--- src/rtl/att_autorange_pkg.sv ---
// Shared types and helpers for the channel-A attenuation auto-ranging controller.
// State encoding, attenuation code limits and manual code clamping.
package att_autorange_pkg;

    typedef enum logic [1:0] {
        ST_SETTLE,
        ST_MEASURE,
        ST_DECIDE
    } state_t;

    localparam int ATT_CODE_W   = 4;
    localparam int ATT_MAX_CODE = 9;

    function automatic logic [ATT_CODE_W-1:0] clamp_code(
        input logic [ATT_CODE_W-1:0] code
    );
        if (code > ATT_CODE_W'(ATT_MAX_CODE))
            return ATT_CODE_W'(ATT_MAX_CODE);
        return code;
    endfunction

endpackage

--- src/rtl/att_peak_detect.sv ---
// Window peak detector: sample magnitude with saturation, clip flag,
// running window maximum and sample count.
module att_peak_detect #(
    parameter int ADC_W      = 12,
    parameter int WINDOW_LEN = 1024
) (
    input  logic             i_clk,
    input  logic             i_rst_n,
    input  logic             clear,
    input  logic             abort_en,
    input  logic [ADC_W-1:0] adc_data,
    input  logic             adc_valid,
    output logic [ADC_W-2:0] peak,
    output logic             window_done
);

    localparam int CNT_W = $clog2(WINDOW_LEN + 1);
    localparam logic [CNT_W-1:0] CNT_LAST = CNT_W'(WINDOW_LEN - 1);
    localparam logic [ADC_W-1:0] POS_FS = {1'b0, {(ADC_W-1){1'b1}}};
    localparam logic [ADC_W-1:0] NEG_FS = {1'b1, {(ADC_W-1){1'b0}}};
    localparam logic [ADC_W-2:0] MAG_FS = '1;

    logic [CNT_W-1:0] count;
    logic [ADC_W-2:0] mag;
    logic             clip;
    logic             fire;

    always_comb begin
        mag = adc_data[ADC_W-2:0];
        if (adc_data == NEG_FS)
            mag = MAG_FS;
        else if (adc_data[ADC_W-1])
            mag = (ADC_W-1)'(-adc_data);
    end

    assign clip = (adc_data == POS_FS) || (adc_data == NEG_FS);
    assign fire = !clear && adc_valid;

    // A clip already has full-scale magnitude, so aborting just ends the window
    assign window_done = fire && ((count == CNT_LAST) || (abort_en && clip));

    always_ff @(posedge i_clk or negedge i_rst_n) begin
        if (!i_rst_n) begin
            peak  <= '0;
            count <= '0;
        end else if (clear) begin
            peak  <= '0;
            count <= '0;
        end else if (fire) begin
            count <= count + 1'b1;
            if (mag > peak)
                peak <= mag;
        end
    end

endmodule

--- src/rtl/att_autorange_ctrl.sv ---
// Channel-A auto-ranging controller: steps the HC595 attenuation code from
// windowed peak measurements, with manual override, restart and lock status.
module att_autorange_ctrl
    import att_autorange_pkg::*;
#(
    parameter int ADC_W         = 12,
    parameter int WINDOW_LEN    = 1024,
    parameter int SETTLE_CYCLES = 4096,
    parameter int HI_THR        = 1800,
    parameter int LO_THR        = 700,
    parameter int LOCK_COUNT    = 4
) (
    input  logic                  i_clk,
    input  logic                  i_rst_n,
    input  logic [ADC_W-1:0]      i_adc_data,
    input  logic                  i_adc_valid,
    input  logic                  i_auto_en,
    input  logic [ATT_CODE_W-1:0] i_manual_code,
    input  logic                  i_restart,
    output logic [ATT_CODE_W-1:0] o_ATT_A,
    output logic [ADC_W-2:0]      o_peak,
    output logic                  o_peak_valid,
    output logic                  o_locked,
    output logic                  o_range_err
);

    localparam int SW = $clog2(SETTLE_CYCLES + 1);
    localparam int LW = $clog2(LOCK_COUNT + 1);
    localparam logic [SW-1:0] SETTLE_LAST = SW'(SETTLE_CYCLES - 1);
    localparam logic [LW-1:0] LOCK_FULL   = LW'(LOCK_COUNT);
    localparam logic [ADC_W-2:0] HI = (ADC_W-1)'(HI_THR);
    localparam logic [ADC_W-2:0] LO = (ADC_W-1)'(LO_THR);
    localparam logic [ATT_CODE_W-1:0] MAX_CODE = ATT_CODE_W'(ATT_MAX_CODE);

    state_t                state_q, state_d;
    logic [ATT_CODE_W-1:0] code_q, code_d;
    logic [SW-1:0]         settle_q, settle_d;
    logic [LW-1:0]         lock_q, lock_d;
    logic                  err_q, err_d;
    logic                  auto_q;
    logic [ADC_W-2:0]      det_peak;
    logic                  win_done;
    logic [ATT_CODE_W-1:0] man_code;

    assign man_code = clamp_code(i_manual_code);

    att_peak_detect #(
        .ADC_W      (ADC_W),
        .WINDOW_LEN (WINDOW_LEN)
    ) u_peak (
        .i_clk       (i_clk),
        .i_rst_n     (i_rst_n),
        .clear       (state_q != ST_MEASURE),
        .abort_en    (i_auto_en),
        .adc_data    (i_adc_data),
        .adc_valid   (i_adc_valid),
        .peak        (det_peak),
        .window_done (win_done)
    );

    always_comb begin
        state_d  = state_q;
        code_d   = code_q;
        settle_d = settle_q;
        lock_d   = lock_q;
        err_d    = err_q;

        unique case (state_q)
            ST_SETTLE: begin
                if (settle_q == SETTLE_LAST) begin
                    state_d  = ST_MEASURE;
                    settle_d = '0;
                end else begin
                    settle_d = settle_q + 1'b1;
                end
            end
            ST_MEASURE: begin
                if (win_done)
                    state_d = ST_DECIDE;
            end
            ST_DECIDE: begin
                state_d = ST_MEASURE;
                if (i_auto_en) begin
                    if (det_peak >= HI) begin
                        lock_d = '0;
                        if (code_q < MAX_CODE) begin
                            code_d  = code_q + 1'b1;
                            state_d = ST_SETTLE;
                        end else begin
                            err_d = 1'b1;
                        end
                    end else if (det_peak < LO && code_q != '0) begin
                        code_d  = code_q - 1'b1;
                        lock_d  = '0;
                        state_d = ST_SETTLE;
                    end else begin
                        err_d = 1'b0;
                        if (lock_q != LOCK_FULL)
                            lock_d = lock_q + 1'b1;
                    end
                end
            end
            default: state_d = ST_SETTLE;
        endcase

        // Restart beats a mode change, which beats a manual code change
        if (i_restart) begin
            code_d   = MAX_CODE;
            lock_d   = '0;
            err_d    = 1'b0;
            state_d  = ST_SETTLE;
            settle_d = '0;
        end else if (i_auto_en != auto_q) begin
            if (!i_auto_en)
                code_d = man_code;
            lock_d   = '0;
            state_d  = ST_SETTLE;
            settle_d = '0;
        end else if (!i_auto_en && man_code != code_q) begin
            code_d   = man_code;
            lock_d   = '0;
            state_d  = ST_SETTLE;
            settle_d = '0;
        end
    end

    always_ff @(posedge i_clk or negedge i_rst_n) begin
        if (!i_rst_n) begin
            state_q      <= ST_SETTLE;
            code_q       <= MAX_CODE;
            settle_q     <= '0;
            lock_q       <= '0;
            err_q        <= 1'b0;
            auto_q       <= 1'b1;
            o_peak       <= '0;
            o_peak_valid <= 1'b0;
        end else begin
            state_q      <= state_d;
            code_q       <= code_d;
            settle_q     <= settle_d;
            lock_q       <= lock_d;
            err_q        <= err_d;
            auto_q       <= i_auto_en;
            o_peak_valid <= (state_q == ST_DECIDE);
            if (state_q == ST_DECIDE)
                o_peak <= det_peak;
        end
    end

    assign o_ATT_A     = code_q;
    assign o_locked    = (lock_q == LOCK_FULL);
    assign o_range_err = err_q;

endmodule

--- config.mk ---
export PLATFORM = sky130hd
export DESIGN_NAME = att_autorange_ctrl
export DESIGN_NICKNAME = d
export VERILOG_FILES = /design/src/rtl/att_autorange_pkg.sv /design/src/rtl/att_peak_detect.sv /design/src/rtl/att_autorange_ctrl.sv
export SDC_FILE = /design/constraint.sdc
export NUM_CORES = 1
export LEC_CHECK = 0
export ABC_AREA = 1
export CORE_MARGIN = 1
export CORE_UTILIZATION = 40
export CTS_CLUSTER_DIAMETER = 120
export DETAILED_ROUTE_END_ITERATION = 8
export DONT_BUFFER_PORTS = 1
export GPL_ROUTABILITY_DRIVEN = 0
export PLACE_DENSITY = 0.59
export SKIP_LAST_GASP = 1
export SLEW_MARGIN = 40
export SYNTH_ARGS = -nofsm -noshare
export SYNTH_HDL_FRONTEND = slang
export SYNTH_SLANG_ARGS = --single-unit
export TNS_END_PERCENT = 10
--- constraint.sdc ---
create_clock -name i_clk -period 3 [get_ports i_clk]
set_clock_uncertainty 0.1 [all_clocks]
set_input_delay 0.6 -clock i_clk [delete_from_list [all_inputs] [get_ports i_clk]]
set_output_delay 0.6 -clock i_clk [all_outputs]
set_load 0.02 [all_outputs]
==> results.json, run 1 <==
{
  "status": "finished clean",
  "stdcell_area_sq_um": 4280,
  "hold_class": "in -> async",
  "max-slew-margin-rel_pct": 64.2,
  "coreArea_sq_um": 9280,
  "cts.path.max_buffers": 2,
  "grt_max_degree": 59,
  "ff2ff_setup_slack_ns": 0.79,
  "place_area_sq_um": 4020,
  "final_util_pct": 46.1,
  "ant_nets": 0,
  "clk-insertion-delay-late_ns": 0.35,
  "drv_cap": 0,
  "setup-tns-final_ns": 0,
  "rows": 35,
  "start_util_pct": 41.5,
  "grt_pass1_vias": 3237,
  "ys_seq_area_share_pct": 37.8,
  "slew_violations": 0,
  "synth_warnings": 0,
  "hold_viol": 0,
  "grt_antenna_before_repair": 0,
  "clockRootBuffer": "clkbuf_8",
  "power.leakage_nw": 2.08,
  "syn_avg_cell_area_sq_um": 7.26,
  "setup.worst_path.start_class": "input pin",
  "dr.first_iter.drc_count": 136,
  "final_layout_size_suffix_gt1_share_pct": 9.52,
  "h-tree-depth": 3,
  "wl_per_cell_microns": 13.2,
  "worst_pin_slew_ns": 0.536,
  "yosys.area.top_type": "dfrtp_1",
  "firstDrtPassIters": 4,
  "clock_power_share_pct": 43.9,
  "crit_type": "in -> reg",
  "routed_wirelength_microns": 8910,
  "dp_hpwl_microns": 6590,
  "multi_input_area_sq_um": 2060,
  "postCtsResizedCells": 0,
  "rsz0062_at_grt": "no",
  "io_buffer_count": 0,
  "synth_top_area_share_pct": 35.7,
  "async_flop_share_pct": 100,
  "vias": 3438,
  "fmax_mhz": 377,
  "switchingPower_w": 0.000523,
  "netlist_instances": 531,
  "arrival_ns": 2.78,
  "synth_cell_type_count": 43,
  "synth_nets": 571,
  "peakVddDrop_v": 0.000179,
  "drcViolationCount": 0,
  "clk_pin_slew_ns": 0.07,
  "layout.nets": 581,
  "switching_share_pct": 26.8,
  "power_frac_seq_pct": 42.7,
  "fillers": 950,
  "crit_required_ns": 3.13,
  "die_area_sq_um": 10000,
  "power_w": 0.00195,
  "cts_tree": "done",
  "synthTopCellsByArea": "dfrtp_1, nand2_1, inv_1, nand3_1, ha_1",
  "area_delta_synth_final_pct": 11.2,
  "worstPathMaxFanout": 8,
  "fin_cells": 675,
  "comb_power_share_pct": 13.4,
  "post-route-period-util_pct": 88.3,
  "yosys-top-cells-count": "nand2_1, inv_1, dfrtp_1",
  "synth_ff_type": "dfrtp_1",
  "dp_cells": 658,
  "ys_seq_elements": 58,
  "endpoint_kind": "flip-flop",
  "seqCellArea_sq_um": 1460,
  "die_w_microns": 100,
  "yosysMostFrequentCell": "nand2_1",
  "power.density_nw_per_um2": 455,
  "cellInternalPower_w": 0.00143,
  "pin_count": 39,
  "track_usage_pct": 19.0,
  "grt_pass1_wl_microns": 15100,
  "fin_crit_ns": 2.65,
  "synth_edf_count": 0,
  "numCtsBuffers": 9,
  "diodes": 0,
  "netlist_area_sq_um": 3850,
  "vias_per_cell": 5.09,
  "grt-ovfl-total": 0,
  "cts.sinks": 58,
  "setup_viol_count_final": 0,
  "die_height_microns": 100
}
state kept, by name (all words and copies together) (netlist names):
name / count
state_q: 2
o_range_err: 1
o_peak_valid: 1
lock_q: 3
o_peak: 11
auto_q: 1
settle_q: 13
u_peak.peak: 11
o_ATT_A: 4
u_peak.count: 11
power groups by stage:
stage               logic [W]  clock network (W)  registers (W)
finish               0.000261           0.000857       0.000833
global route         0.000302           0.000909       0.000837
CTS                  0.000263           0.000871       0.000834
detailed placement   0.000241                  0       0.000848
global placement     0.000237                  0       0.000847
floorplan            0.000191                  0       0.000842
logic make-up (layout without fill, tap and decap cells):
logic type	Yosys count	after routing	share of synthesized area, %
compound gates	67	67	9.71
xor+xnor	12	12	2.73
fa+ha+maj	19	19	6.17
buf+inv	87	102	8.77
flops	58	58	37.8
simple gates	288	288	34.9
timing repair:
action | CTS | global route
buffers inserted | 0 | 0
hold endpoints to repair | 58 | 0
hold buffers | 1 | 0
worst paths after layout:
check                                       end             from  depth (start not counted)
worst max-delay path             u_peak.peak[6]    i_adc_data[1]                         16
worst min-delay path               settle_q[11]          i_rst_n                          1
worst max register to register       o_ATT_A[1]       o_ATT_A[0]                         12
worst min register to register  u_peak.count[7]  u_peak.count[7]                          1
max in group asynchronous            o_ATT_A[3]          i_rst_n                          1
min in group i_clk                       auto_q        i_auto_en                          0
area by class of cell:
class                           instances  share of cell area [%]
Timing Repair Buffer                    7                    1.69
Clock inverter                          4                    1.69
Clock buffer                           12                    3.86
Multi-Input combinational cell        386                    48.1
Tap cell                              129                    3.77
Sequential cell                        58                    34.0
Inverter                               79                    6.92
through the flow:
| step | setup WS, ns | hold slack (ns) |
|---|---|---|
| after floorplan | 0.228 | 0.204 |
| after global placement | 0.0770 | 0.206 |
| after detailed placement | 0.0350 | 0.206 |
| after CTS | 0.402 | 0.0269 |
| after global routing | 0.0498 | 0.0245 |
| final | 0.351 | 0.00375 |
layer usage:
layer	vias to the layer above	wire length, microns	GRT usage [%]	share of wire (%)
met2	64	4040	29.9	45
met4	0	144	7.36	1.6
met1	1598	4360	25.9	49
met5	-	0	0	0
li1	1762	-	-	-
met3	14	369	3.69	4.1
cell usage in the layout (no fill, tap or decap), types with 2 or more instances in the layout:
| cell | synthesis | routed |
|---|---|---|
| dfrtp_1 | 55 | 55 |
| nand3_4 | 2 | 2 |
| nor3_2 | 2 | 2 |
| buf_4 | 0 | 6 |
| bufinv_16 | 0 | 2 |
| inv_1 | 74 | 74 |
| inv_2 | 4 | 4 |
| nand3b_1 | 3 | 3 |
| nand2_1 | 134 | 134 |
| o21ai_1 | 6 | 6 |
| nor2_2 | 4 | 4 |
| o21ai_0 | 20 | 20 |
| o211ai_1 | 3 | 3 |
| a31oi_1 | 2 | 2 |
| nand3_2 | 3 | 3 |
| clkbuf_8 | 0 | 12 |
| xnor2_1 | 3 | 3 |
| nor2_1 | 48 | 48 |
| o31ai_1 | 2 | 2 |
| nand3_1 | 54 | 54 |
| xor2_1 | 9 | 9 |
| nor2_4 | 3 | 3 |
| nand2_2 | 2 | 2 |
| nand4_1 | 16 | 16 |
| ha_1 | 19 | 19 |
| a21oi_1 | 26 | 26 |
| nor3_1 | 10 | 10 |
| dfstp_2 | 3 | 3 |
| nor4_1 | 2 | 2 |
worst max-delay path, cell delays in order:
cell and delay [ns]:
nor3_1 0.25, nand2_1 0.12, nor3_1 0.21, nand3_1 0.13, nand3b_1 0.11, nand3_1 0.11, ha_1 0.29, nand2_1 0.08
nor2_1 0.11, nand3_1 0.09, o31ai_1 0.23, inv_1 0.09, nand3_1 0.10, inv_1 0.12, nand2_1 0.10, nand2_1 0.05
(Power assumes the default switching activity.)
==> run 2: changes to the inputs <==
Settings changed: SETUP_SLACK_MARGIN from default to 0.5.
==> run 2 against run 1 <==
Sequential power barely moved. Combinational power rose by 9.2%. Non-clock buffer count rose by 4. Largest power group is now sequential cells.
==> results.json, run 2 (synthesis gave the netlist of run 1 again) <==
{
  "die_w_microns": 100,
  "dp_hpwl_microns": 6640,
  "coreArea_sq_um": 9280,
  "die_area_sq_um": 10000,
  "clockRootBuffer": "clkbuf_8",
  "hold_class": "in -> async",
  "power.leakage_nw": 2.09,
  "final.setup.worst_slack_ns": 0.400,
  "wl_per_cell_microns": 13.4,
  "final_layout_size_suffix_gt1_share_pct": 14.4,
  "layout.nets": 585,
  "arrival_ns": 2.76,
  "status": "finished clean",
  "rsz0062_at_grt": "yes",
  "final_util_pct": 47.7,
  "diodes": 0,
  "rows": 35,
  "slew_violations": 0,
  "final_cell_mix": "nand2_1, inv_1, dfrtp_1, nand3_1, nor2_1",
  "drv_cap": 0,
  "io_buffer_count": 0,
  "largest-register": "settle_q",
  "ant_nets": 0,
  "grt_pass1_vias": 3428,
  "grt_antenna_before_repair": 0,
  "worstPathMaxFanout": 8,
  "fillers": 941,
  "cts.sinks": 58,
  "hold_viol": 0,
  "setup_viol_count_final": 0,
  "power.density_nw_per_um2": 422,
  "routed_wirelength_microns": 9110,
  "firstDrtPassIters": 4,
  "fin_crit_ns": 2.60,
  "clk_pin_slew_ns": 0.07,
  "track_usage_pct": 19.9,
  "area_delta_synth_final_pct": 15.0,
  "place_worst_setup_slack_ns": 0.0663,
  "hold_ws_ns": 0.00844,
  "h-tree-depth": 3,
  "grt_pass1_wl_microns": 15900,
  "clk-insertion-delay-late_ns": 0.34,
  "max-slew-margin-rel_pct": 63.7,
  "final_common_cell": "nand2_1",
  "crit_required_ns": 3.16,
  "power_w": 0.00187,
  "grt_max_degree": 56,
  "endpoint_kind": "flip-flop",
  "die_height_microns": 100,
  "pin_count": 39,
  "start_util_pct": 41.5,
  "cts.path.max_buffers": 2,
  "grt-ovfl-total": 0,
  "worst_pin_slew_ns": 0.544,
  "post-route-period-util_pct": 86.7,
  "slowest_delay_ns": 0.32,
  "crit_family": "simple AND/OR/NAND/NOR gates",
  "cpMaxStageDelayCell": "nor3_4",
  "fmax_mhz": 385,
  "drcViolationCount": 0,
  "path_buf_inv": 5,
  "numCtsBuffers": 9,
  "peakVddDrop_v": 0.000170,
  "dr.first_iter.drc_count": 114,
  "setup.worst_path.start_class": "input pin",
  "vias": 3492,
  "setup-tns-final_ns": 0,
  "vias_per_cell": 5.14,
  "crit_type": "in -> reg",
  "cts_tree": "done",
  "crit_chain": "clkinv_8 -> ha_4 -> nand3_4 -> nor3_4 -> buf_4 -> inv_2 -> a21oi_2 -> nor2_2 -> inv_2 -> ha_4 -> a21oi_2 -> nor2_1 -> a211oi_1 -> nand3_1 -> nand2_2 -> buf_6 -> nand3_2 -> o21ai_1",
  "largest_register_ffs": 13
}
==> run 2: worst reg2reg max path, cell delays in order, from the launching register on <==
cell and delay [ns]:
dfstp_2 0.63, inv_1 0.13, ha_1 0.24, nand2_1 0.07, inv_1 0.06, nor2_1 0.12, inv_1 0.07, nand3_1 0.15
nand2_1 0.13, nand2_1 0.12, nand2_1 0.06, a21oi_1 0.14, nor2_1 0.06
==> run 2: power by group <==
part / leakage (nW) / total, W / internal (W) / switching, W
Combinational: 1.20 / 0.000285 / 0.000102 / 0.000183
Sequential: 0.795 / 0.000834 / 0.000804 / 0.0000293
Clock: 0.0986 / 0.000751 / 0.000428 / 0.000323
==> run 2: per-stage QoR <==
| stage | std cells | area, sq um |
|---|---|---|
| 5_1_grt | 679 | 4430 |
| 3_5_place_dp | 656 | 4060 |
| 2_1_floorplan | 531 | 3920 |
| 4_1_cts | 675 | 4330 |
| 6_report | 679 | 4430 |
| 3_3_place_gp | 656 | 4060 |
==> run 2: what timing repair did <==
item                                    4_1_cts  5_1_grt
endpoints found under the hold margin        55        0
hold buffers                                  2        0
cloned                                        0        0
buffers inserted                              1        4
endpoints found under the setup margin       11       11
resized for setup                             6       20
pin swaps                                     8       13
==> run 2: path summary, 6_finish.rpt <==
kind | depth (start not counted) | slack (ns) | start | endpoint
worst min register to register | 1 | 0.40 | u_peak.count[7] | u_peak.count[7]
min in group i_clk | 0 | 0.16 | i_auto_en | auto_q
worst max register to register | 12 | 0.83 | o_ATT_A[0] | o_ATT_A[1]
max in group asynchronous | 1 | 2.11 | i_rst_n | o_ATT_A[0]
worst min-delay path | 1 | 0.008 | i_rst_n | settle_q[11]
worst max-delay path | 18 | 0.40 | i_adc_data[0] | u_peak.peak[7]
==> run 2: metal layers <==
layer  vias to the layer above  track usage [%]  part of all wire [%]
met5                         -                0                     0
li1                       1765                -                     -
met1                      1658             27.0                    49
met3                         6             4.53                   4.3
met2                        63             32.1                    46
met4                         0             5.46                  0.42
==> run 2: final cells by class <==
| class | count | area [sq um] | area share [%] |
|---|---|---|---|
| clock inverter | 4 | 50.0 | 1.13 |
| clock buffer | 12 | 155 | 3.50 |
| sequential | 58 | 1460 | 32.8 |
| timing repair buffer | 11 | 109 | 2.46 |
| multi-input combinational | 386 | 2160 | 48.7 |
| inverter | 79 | 343 | 7.73 |
| tap | 129 | 161 | 3.64 |
==> run 3: changes to the inputs <==
Settings changed: CAP_MARGIN from default to 20, SLEW_MARGIN 40 to 20.
==> results of run 3 <==
The final DEF is identical to that of run 2; final timing and power are the same.
